[config.mk]
export PLATFORM = sky130hd
export DESIGN_NAME = mac_seq_acc
export DESIGN_NICKNAME = d
export VERILOG_FILES = /design/src/rtl/mac_seq_acc.sv
export SDC_FILE = /design/constraint.sdc
export NUM_CORES = 1
export LEC_CHECK = 0
export CAP_MARGIN = 10
export CELL_PAD_IN_SITES_DETAIL_PLACEMENT = 0
export CELL_PAD_IN_SITES_GLOBAL_PLACEMENT = 1
export CORE_AREA = 2 2 129 106
export DETAILED_ROUTE_END_ITERATION = 12
export DIE_AREA = 0 0 131 108
export PLACE_DENSITY = 0.86
export SKIP_CTS_REPAIR_TIMING = 1
export SLEW_MARGIN = 20
export SYNTH_ARGS = -nofsm -noshare
export SYNTH_HDL_FRONTEND = slang
export SYNTH_SLANG_ARGS = --single-unit
[constraint.sdc]
create_clock -name clk -period 4.7 [get_ports clk]
set_input_delay 1.41 -clock clk [delete_from_list [all_inputs] [get_ports clk]]
set_output_delay 1.41 -clock clk [all_outputs]
set_load 0.02 [all_outputs]
[src/rtl/mac_seq_acc.sv]
// Multi-cycle shift-add multiply-accumulate engine with valid/ready operand handshake,
// per-op signed/unsigned and load/accumulate modes, and a saturating or wrapping accumulator.
module mac_seq_acc #(
  parameter int DATA_W = 8,
  parameter int ACC_W  = 24,
  parameter int SAT    = 1
) (
  input  logic              clk,
  input  logic              rst_n,
  input  logic              in_valid,
  output logic              in_ready,
  input  logic [DATA_W-1:0] in_a,
  input  logic [DATA_W-1:0] in_b,
  input  logic              in_signed,
  input  logic              in_load,
  input  logic              acc_clr,
  output logic [ACC_W-1:0]  acc_out,
  output logic              done,
  output logic              ovf,
  output logic              busy
);

  localparam int P_W   = 2 * DATA_W;
  localparam int CNT_W = (DATA_W > 2) ? $clog2(DATA_W) : 1;

  typedef enum logic [1:0] {IDLE, MUL, ACC} state_t;

  state_t                state, state_nxt;
  logic [CNT_W-1:0]      cnt;
  logic                  accept;

  logic [P_W-1:0]        mcand_p0;
  logic [DATA_W-1:0]     mplier_p0;
  logic [P_W-1:0]        prod_p0;
  logic                  neg_p0;
  logic                  sgn_p0;
  logic                  load_p0;

  logic signed [ACC_W-1:0] prod_s;
  logic [ACC_W:0]          acc_add;

  // Magnitude of a possibly negative operand; the most negative value maps to 2^(DATA_W-1).
  function automatic logic [DATA_W-1:0] mag(input logic [DATA_W-1:0] v, input logic s);
    logic [DATA_W-1:0] r;
    r = (s && v[DATA_W-1]) ? (~v + 1'b1) : v;
    return r;
  endfunction

  // Returns {overflow, result}; clamps to the representable limit when SAT is set.
  function automatic logic [ACC_W:0] sat_add(input logic [ACC_W-1:0] a,
                                             input logic [ACC_W-1:0] p,
                                             input logic s);
    logic [ACC_W:0]   u;
    logic [ACC_W-1:0] r;
    logic             o;
    u = {1'b0, a} + {1'b0, p};
    r = u[ACC_W-1:0];
    if (s) o = (a[ACC_W-1] == p[ACC_W-1]) && (r[ACC_W-1] != a[ACC_W-1]);
    else   o = u[ACC_W];
    if (o && (SAT != 0)) begin
      if (!s)                r = '1;
      else if (a[ACC_W-1])   r = {1'b1, {(ACC_W-1){1'b0}}};
      else                   r = {1'b0, {(ACC_W-1){1'b1}}};
    end
    return {o, r};
  endfunction

  assign in_ready = (state == IDLE);
  assign busy     = ~in_ready;
  assign accept   = (state == IDLE) && in_valid;

  always_comb begin
    state_nxt = state;
    case (state)
      IDLE:    if (in_valid) state_nxt = MUL;
      MUL:     if (cnt == CNT_W'(DATA_W - 1)) state_nxt = ACC;
      ACC:     state_nxt = IDLE;
      default: state_nxt = IDLE;
    endcase
  end

  always_ff @(posedge clk or negedge rst_n) begin
    if (!rst_n) begin
      state <= IDLE;
      cnt   <= '0;
    end else begin
      state <= state_nxt;
      if (accept)              cnt <= '0;
      else if (state == MUL)   cnt <= cnt + 1'b1;
    end
  end

  // Stage 0: operand capture and one partial product per clock
  always_ff @(posedge clk) begin
    if (accept) begin
      mcand_p0  <= P_W'(mag(in_a, in_signed));
      mplier_p0 <= mag(in_b, in_signed);
      prod_p0   <= '0;
      neg_p0    <= in_signed & (in_a[DATA_W-1] ^ in_b[DATA_W-1]);
      sgn_p0    <= in_signed;
      load_p0   <= in_load;
    end else if (state == MUL) begin
      if (mplier_p0[0]) prod_p0 <= prod_p0 + mcand_p0;
      mcand_p0  <= mcand_p0 << 1;
      mplier_p0 <= mplier_p0 >> 1;
    end
  end

  always_comb begin
    prod_s  = neg_p0 ? $signed(~ACC_W'(prod_p0) + 1'b1) : $signed(ACC_W'(prod_p0));
    acc_add = sat_add(acc_out, prod_s, sgn_p0);
  end

  // Stage 1: accumulator update; a coincident clear overrides the result but not done
  always_ff @(posedge clk or negedge rst_n) begin
    if (!rst_n) begin
      acc_out <= '0;
      ovf     <= 1'b0;
      done    <= 1'b0;
    end else begin
      done <= (state == ACC);
      if (acc_clr) begin
        acc_out <= '0;
        ovf     <= 1'b0;
      end else if (state == ACC) begin
        if (load_p0) begin
          acc_out <= prod_s;
        end else begin
          acc_out <= acc_add[ACC_W-1:0];
          if (acc_add[ACC_W]) ovf <= 1'b1;
        end
      end
    end
  end

endmodule

==> reports/summary.txt, run 1 <==
===============================================================================================
Type of element launching the critical path                                            register
Clock tree from TritonCTS                                                                  done
Tot GR Track Use                                                                         21.85%
Worst R2R Setup Slack                                                                   0.30 ns
Share of the yosys chip area belonging to registers                                      32.70%
Pin count of the biggest net entering global routing                                         32
Most common flop cell mapped by yosys                                              sky130_fd_sc_hd__dfrtp_1
P_leak                                                                                 2.755 nW
Ratio of routed vias to standard cells                                                    5.701
Num ports                                                                                    50
Fmax                                                                                  227.3 MHz
Synthesized flop and latch total                                                             74
Most frequent cell after synthesis                                                 sky130_fd_sc_hd__nand2_1
Via count                                                                                 5,085
Crit end category                                                                      register
Clock input transition at the sequential cells of the worst setup and hold paths        0.06 ns
Root cell of the clock tree                                                        sky130_fd_sc_hd__clkbuf_16
Router iterations before antenna repair                                                       5
H-tree Lvls                                                                                   3
Path class of the lowest-slack min-delay path                                        reg -> reg
Run status                                                                         complete, no violations
Wire length of the first global-routing pass                                           24.42 mm
DRC marker count from the first detailed-route iteration                                    351
Insertion delay of the later-clocked pin in the worst-skew pair                         0.34 ns
NumNets Final                                                                               779
Post-Route Skew                                                                      0.01377 ns
Most frequent cells after synthesis                                                sky130_fd_sc_hd__nand2_1 (107), sky130_fd_sc_hd__a21oi_1 (56), sky130_fd_sc_hd__nor2_1 (46)
Final antenna diode count                                                                     0
Actual slew at the worst max-slew pin                                                 0.7671 ns
Number of clock sinks seen by CTS                                                            74
Largest voltage drop on the vdd net                                                   0.3033 mV
Power density over cell area                                                       566.9 nW/µm²
Initial core utilization                                                                 43.88%
Standard cell core area                                                              12,730 µm²
Chip height                                                                              108 µm
Required time at the endpoint of the critical path                                      4.98 ns
Post-route cell area                                                                   6616 µm²
Proportion of netlist area held by the largest area contributor                          13.89%
Grt ovf                                                                                       0
Setup_tns                                                                                  0 ns
Relative slew slack                                                                      48.86%
Async SR Flop Fraction                                                                   41.89%
CTS Buf Count                                                                                 9
Count of flip-flops with a built-in enable after synthesis                                   19
Share of post-route cells with drive strength above 1                                    5.858%
Post-detailed-route count of antenna-violating nets                                           0
Cell count after placement                                                                  876
Area of the die                                                                      14,150 µm²
Kind of critical path                                                                reg -> reg
Total wirelength of the detailed-routed design                                         14.63 mm
Syn avg cell area                                                                     8.351 µm²
Period utilization                                                                       93.60%
Top area cells in the synthesized netlist                                          sky130_fd_sc_hd__dfrtp_1 (14%), sky130_fd_sc_hd__edfxtp_1 (10%), sky130_fd_sc_hd__ha_1 (9.6%)
Filler Cell Count                                                                         1,185
Area after DPL                                                                         6241 µm²
Number of distinct standard cells referenced by the synthesized netlist                      69
Standard-cell row count                                                                      37
Setup repair after global routing missed its margin                                          no
Drt wl/cell                                                                            16.40 µm
Cell type contributing the most total cell area after synthesis                    sky130_fd_sc_hd__dfrtp_1
P&R area growth vs syn                                                                   18.43%
Warning count from the yosys run                                                              0
Flip-flop and latch area                                                               1827 µm²
Number of remaining DRC errors                                                                0
Reg2Reg Depth                                                                                15
Final cell count without fillers                                                            892
Initial antenna violation count                                                               0
Vias in the first global route                                                            4,849
Final setup viols                                                                             0
Global placement routability congestion                                                  0.9123
Final hold violations                                                                         0
Data arrival time of the critical path                                                  4.68 ns
Count of mapped cells out of synthesis                                                      669
Cell depth of the worst hold path                                                             2
Count of maximum capacitance violations                                                       0
DIE WIDTH                                                                                131 µm
Minimum clock period                                                                   4.399 ns
Sum of net half-perimeters after detailed placement                                    11.03 mm
Max Slew Vio Count                                                                            0
Post-Syn Area                                                                          5587 µm²
Net Count, Synth                                                                            736
Area of combinational cells with multiple inputs                                       3575 µm²
Clock buffer depth                                                                            2
Largest fanout of any net on the critical path                                                8
Number of input and output port buffers inserted                                             49
===============================================================================================
-- cell families after synthesis --
| logic type | synth area share, % |
|---|---|
| xor gates and xnor gates | 8.466 |
| adders and majority gates | 10.35 |
| buffers and inverters | 3.852 |
| muxes | 0.3584 |
| AOI/OAI and AO/OA | 23.61 |
| DFF | 32.70 |
| and+or+nand+nor | 20.67 |
-- path summary, 6_finish.rpt --
check / start / endpoint
worst max-delay path: prod_p0[2]$_SDFFE_PP0P_ / acc_out[21]$_DFFE_PN0P_
worst min-delay path: mcand_p0[15]$_SDFFE_PP0P_ / mcand_p0[15]$_SDFFE_PP0P_
worst max register to register: prod_p0[2]$_SDFFE_PP0P_ / acc_out[21]$_DFFE_PN0P_
worst min register to register: mcand_p0[15]$_SDFFE_PP0P_ / mcand_p0[15]$_SDFFE_PP0P_
max in group asynchronous: rst_n / state[1]$_DFFE_PN0P_
min in group asynchronous: rst_n / acc_out[6]$_DFFE_PN0P_
-- metrics by stage --
stage	hold WS, ns	power [mW]	worst slack (ns)	util [%]
after floorplan	0.4488	2.465	0.6528	-
after global placement	0.4580	2.866	0.3719	49.02
after detailed placement	0.4640	2.917	0.1799	49.02
after CTS	0.4714	3.745	0.1389	51.73
after global routing	0.4878	4.051	0.03815	51.97
final	0.4740	3.751	0.3009	51.97
-- registers in the layout (all words and copies together), names as in the netlist, 2 cells and up --
| signal | cells |
|---|---|
| mplier_p0 | 8 |
| state | 2 |
| prod_p0 | 16 |
| acc_out | 24 |
| mcand_p0 | 16 |
| cnt | 3 |
-- report_power, final --
group | internal, mW | switching (mW) | leakage, nW | total [mW]
logic | 0.761 | 1.07 | 1.77 | 1.83
clock network | 0.533 | 0.280 | 0.166 | 0.813
registers | 0.904 | 0.208 | 0.818 | 1.11
-- worst max-delay path, stage by stage (launching register included) --
cell and delay [ns]:
sky130_fd_sc_hd__dfxtp_1 0.38, sky130_fd_sc_hd__nor4_4 0.40, sky130_fd_sc_hd__nand3b_1 0.17, sky130_fd_sc_hd__or3_1 0.48, sky130_fd_sc_hd__o31ai_1 0.28, sky130_fd_sc_hd__xnor2_1 0.20
sky130_fd_sc_hd__ha_1 0.33, sky130_fd_sc_hd__o21a_1 0.16, sky130_fd_sc_hd__o21ai_0 0.07, sky130_fd_sc_hd__a21oi_1 0.13, sky130_fd_sc_hd__nor2_1 0.05, sky130_fd_sc_hd__a211oi_1 0.46
sky130_fd_sc_hd__o21bai_1 0.15, sky130_fd_sc_hd__a311o_1 0.52, sky130_fd_sc_hd__a211oi_2 0.40, sky130_fd_sc_hd__a211o_1 0.15
-- routing by layer --
metal	GRT usage, %	part of all wire [%]
met2	34.38	45
met5	0	0
met3	4.057	4.4
met4	6.307	1.6
met1	30.72	49
-- area by class of cell --
| type | instances | share of cell area, % |
|---|---|---|
| clock buffer | 11 | 3.669 |
| clock inverter | 5 | 1.551 |
| inverter | 28 | 1.626 |
| multi-input combinational | 543 | 54.03 |
| sequential | 74 | 27.61 |
| tap | 175 | 3.309 |
| timing repair buffer | 56 | 8.207 |
-- placed cells by master, fill, tap and decap left out, types with 5 or more instances in the layout --
| master | count |
|---|---|
| sky130_fd_sc_hd__a21o_1 | 7 |
| sky130_fd_sc_hd__xnor2_1 | 41 |
| sky130_fd_sc_hd__o221ai_1 | 7 |
| sky130_fd_sc_hd__o21bai_1 | 5 |
| sky130_fd_sc_hd__ha_1 | 43 |
| sky130_fd_sc_hd__nand3_1 | 14 |
| sky130_fd_sc_hd__nand2b_1 | 5 |
| sky130_fd_sc_hd__xor2_1 | 13 |
| sky130_fd_sc_hd__dfrtp_1 | 31 |
| sky130_fd_sc_hd__o21a_1 | 7 |
| sky130_fd_sc_hd__inv_1 | 26 |
| sky130_fd_sc_hd__clkbuf_16 | 9 |
| sky130_fd_sc_hd__and2_1 | 5 |
| sky130_fd_sc_hd__or3_1 | 10 |
| sky130_fd_sc_hd__and4_1 | 5 |
| sky130_fd_sc_hd__clkdlybuf4s50_1 | 49 |
| sky130_fd_sc_hd__nor2b_1 | 9 |
| sky130_fd_sc_hd__a21oi_1 | 56 |
| sky130_fd_sc_hd__dfxtp_1 | 24 |
| sky130_fd_sc_hd__o31ai_1 | 14 |
| sky130_fd_sc_hd__nor3_1 | 16 |
| sky130_fd_sc_hd__buf_4 | 7 |
| sky130_fd_sc_hd__o21ai_0 | 36 |
| sky130_fd_sc_hd__edfxtp_1 | 19 |
| sky130_fd_sc_hd__nand2_1 | 107 |
| sky130_fd_sc_hd__nor2_1 | 46 |
| sky130_fd_sc_hd__o21ai_1 | 8 |
| sky130_fd_sc_hd__a31oi_1 | 15 |
(Power assumes the default switching activity.)
==> inputs of run 2 (changes only) <==
PLACE_DENSITY = default   (was 0.86)
PLACE_DENSITY_LB_ADDON = 0.12   (was default)
==> run 2 against run 1 <==
  * Sequential power hardly changed
  * Combinational power hardly changed
  * Worst hold slack worse by 0.0041 ns
  * Largest cell class unchanged
  * Highest routed layer unchanged
==> reports/summary.txt, run 2 (synthesis gave the netlist of run 1 again) <==
===============================================================================================
Standard-cell row count                                                                      37
Setup repair after global routing missed its margin                                          no
NumNets Final                                                                               785
Number of flip-flops under the largest register name                                         24
Vias in the first global route                                                            4,801
Grt ovf                                                                                       0
Total wirelength of the detailed-routed design                                         14.65 mm
Final antenna diode count                                                                     0
Max Slew Vio Count                                                                            0
Tot GR Track Use                                                                         22.08%
Actual slew at the worst max-slew pin                                                 0.6768 ns
Leading cell types in the layout, fill and taps excluded                           sky130_fd_sc_hd__nand2_1 (107), sky130_fd_sc_hd__a21oi_1 (56), sky130_fd_sc_hd__clkdlybuf4s50_1 (49)
Insertion delay of the later-clocked pin in the worst-skew pair                         0.34 ns
P&R area growth vs syn                                                                   18.84%
Router iterations before antenna repair                                                       6
Flip-flop and latch area                                                               1827 µm²
DRC marker count from the first detailed-route iteration                                    316
Largest fanout of any net on the critical path                                               13
Cell count after placement                                                                  881
Period utilization                                                                       91.45%
Post-Route Skew                                                                     0.008704 ns
Final cell count without fillers                                                            898
Initial core utilization                                                                 43.88%
P_leak                                                                                 2.771 nW
Standard cell core area                                                              12,730 µm²
Clock input transition at the sequential cells of the worst setup and hold paths        0.06 ns
Filler Cell Count                                                                         1,188
Pin count of the biggest net entering global routing                                         32
Global placement routability congestion                                                  0.8809
Fmax                                                                                  232.7 MHz
Setup_tns                                                                                  0 ns
DIE WIDTH                                                                                131 µm
Area of the die                                                                      14,150 µm²
Share of post-route cells with drive strength above 1                                    6.501%
H-tree Lvls                                                                                   3
Leading cell type in the layout, fill and taps excluded                            sky130_fd_sc_hd__nand2_1
CTS Buf Count                                                                                 9
Clock tree from TritonCTS                                                                  done
Leading registers by flop count                                                    acc_out x24, mcand_p0 x16, prod_p0 x16
Reg with most FFs                                                                       acc_out
Number of clock sinks seen by CTS                                                            74
Type of element launching the critical path                                            register
Post-route cell area                                                                   6639 µm²
Wire length of the first global-routing pass                                           24.60 mm
Number of remaining DRC errors                                                                0
Clock buffer depth                                                                            2
Kind of critical path                                                                reg -> reg
Num ports                                                                                    50
Initial antenna violation count                                                               0
Chip height                                                                              108 µm
Number of input and output port buffers inserted                                             49
Ratio of routed vias to standard cells                                                    5.622
Via count                                                                                 5,049
Root cell of the clock tree                                                        sky130_fd_sc_hd__clkbuf_16
Required time at the endpoint of the critical path                                      4.91 ns
Power density over cell area                                                       552.6 nW/µm²
Drt wl/cell                                                                            16.31 µm
Area of combinational cells with multiple inputs                                       3575 µm²
Final hold violations                                                                         0
Area after DPL                                                                         6279 µm²
Final total power                                                                      3.668 mW
Largest voltage drop on the vdd net                                                   0.3008 mV
Path class of the lowest-slack min-delay path                                        reg -> reg
Relative slew slack                                                                      53.71%
Crit end category                                                                      register
Post-detailed-route count of antenna-violating nets                                           0
Run status                                                                         complete, no violations
Data arrival time of the critical path                                                  4.50 ns
Sum of net half-perimeters after detailed placement                                    11.12 mm
Minimum clock period                                                                   4.298 ns
Count of maximum capacitance violations                                                       0
Final setup viols                                                                             0
===============================================================================================
run 2: worst paths after layout:
path                                            from                        end  slack (ns)  cells after the start
hold reg to reg            mcand_p0[15]$_SDFFE_PP0P_  mcand_p0[15]$_SDFFE_PP0P_        0.47                      2
hold / removal             mcand_p0[15]$_SDFFE_PP0P_  mcand_p0[15]$_SDFFE_PP0P_        0.47                      2
max in group asynchronous                      rst_n    acc_out[13]$_DFFE_PN0P_        2.86                      2
setup / recovery             prod_p0[7]$_SDFFE_PP0P_     acc_out[3]$_DFFE_PN0P_        0.40                     13
setup reg to reg             prod_p0[7]$_SDFFE_PP0P_     acc_out[3]$_DFFE_PN0P_        0.40                     13
min in group asynchronous                      rst_n             done$_DFF_PN0_        1.50                      2
run 2: final cells by class:
class                      instances  area share, %
multi-input combinational        543          53.84
sequential                        74          27.52
timing repair buffer              62          9.046
clock buffer                      10          3.449
tap                              175          3.298
inverter                          28          1.621
clock inverter                     6          1.225
run 2: metrics by stage:
step	util, %	hold slack, ns	setup slack [ns]
floorplan	-	0.4488	0.6528
detailed placement	49.32	0.4644	0.08264
global placement	49.32	0.4606	0.2900
finish	52.15	0.4700	0.4019
CTS	51.75	0.4718	0.07693
global route	52.15	0.4969	0.004731
run 2: report_power, final:
group          switching (mW)  total [mW]  internal, mW
combinational            1.05        1.83         0.774
clock                   0.273       0.734         0.461
sequential              0.206        1.11         0.903
total                    1.53        3.67          2.14
run 2: per-layer routing:
metal / up-vias / part of all wire, % / wire [µm] / track usage (%)
li1: 2528 / - / - / -
met1: 2379 / 53 / 7802 / 34.60
met2: 118 / 41 / 5952 / 31.31
met3: 24 / 4.5 / 663 / 3.612
met4: 0 / 1.6 / 229 / 5.471
met5: - / 0 / 0 / 0
run 2: critical path: stages (launching register included):
cell and delay, ns:
sky130_fd_sc_hd__dfxtp_1 0.38, sky130_fd_sc_hd__or4_1 0.55, sky130_fd_sc_hd__or3_1 0.45, sky130_fd_sc_hd__nand2_1 0.13, sky130_fd_sc_hd__xnor2_1 0.15, sky130_fd_sc_hd__ha_1 0.32, sky130_fd_sc_hd__a211oi_2 0.32, sky130_fd_sc_hd__nor2b_1 0.30
sky130_fd_sc_hd__a311oi_4 0.18, sky130_fd_sc_hd__o31ai_2 0.31, sky130_fd_sc_hd__a21oi_2 0.15, sky130_fd_sc_hd__or3_4 0.48, sky130_fd_sc_hd__o21ai_1 0.32, sky130_fd_sc_hd__o31ai_1 0.14
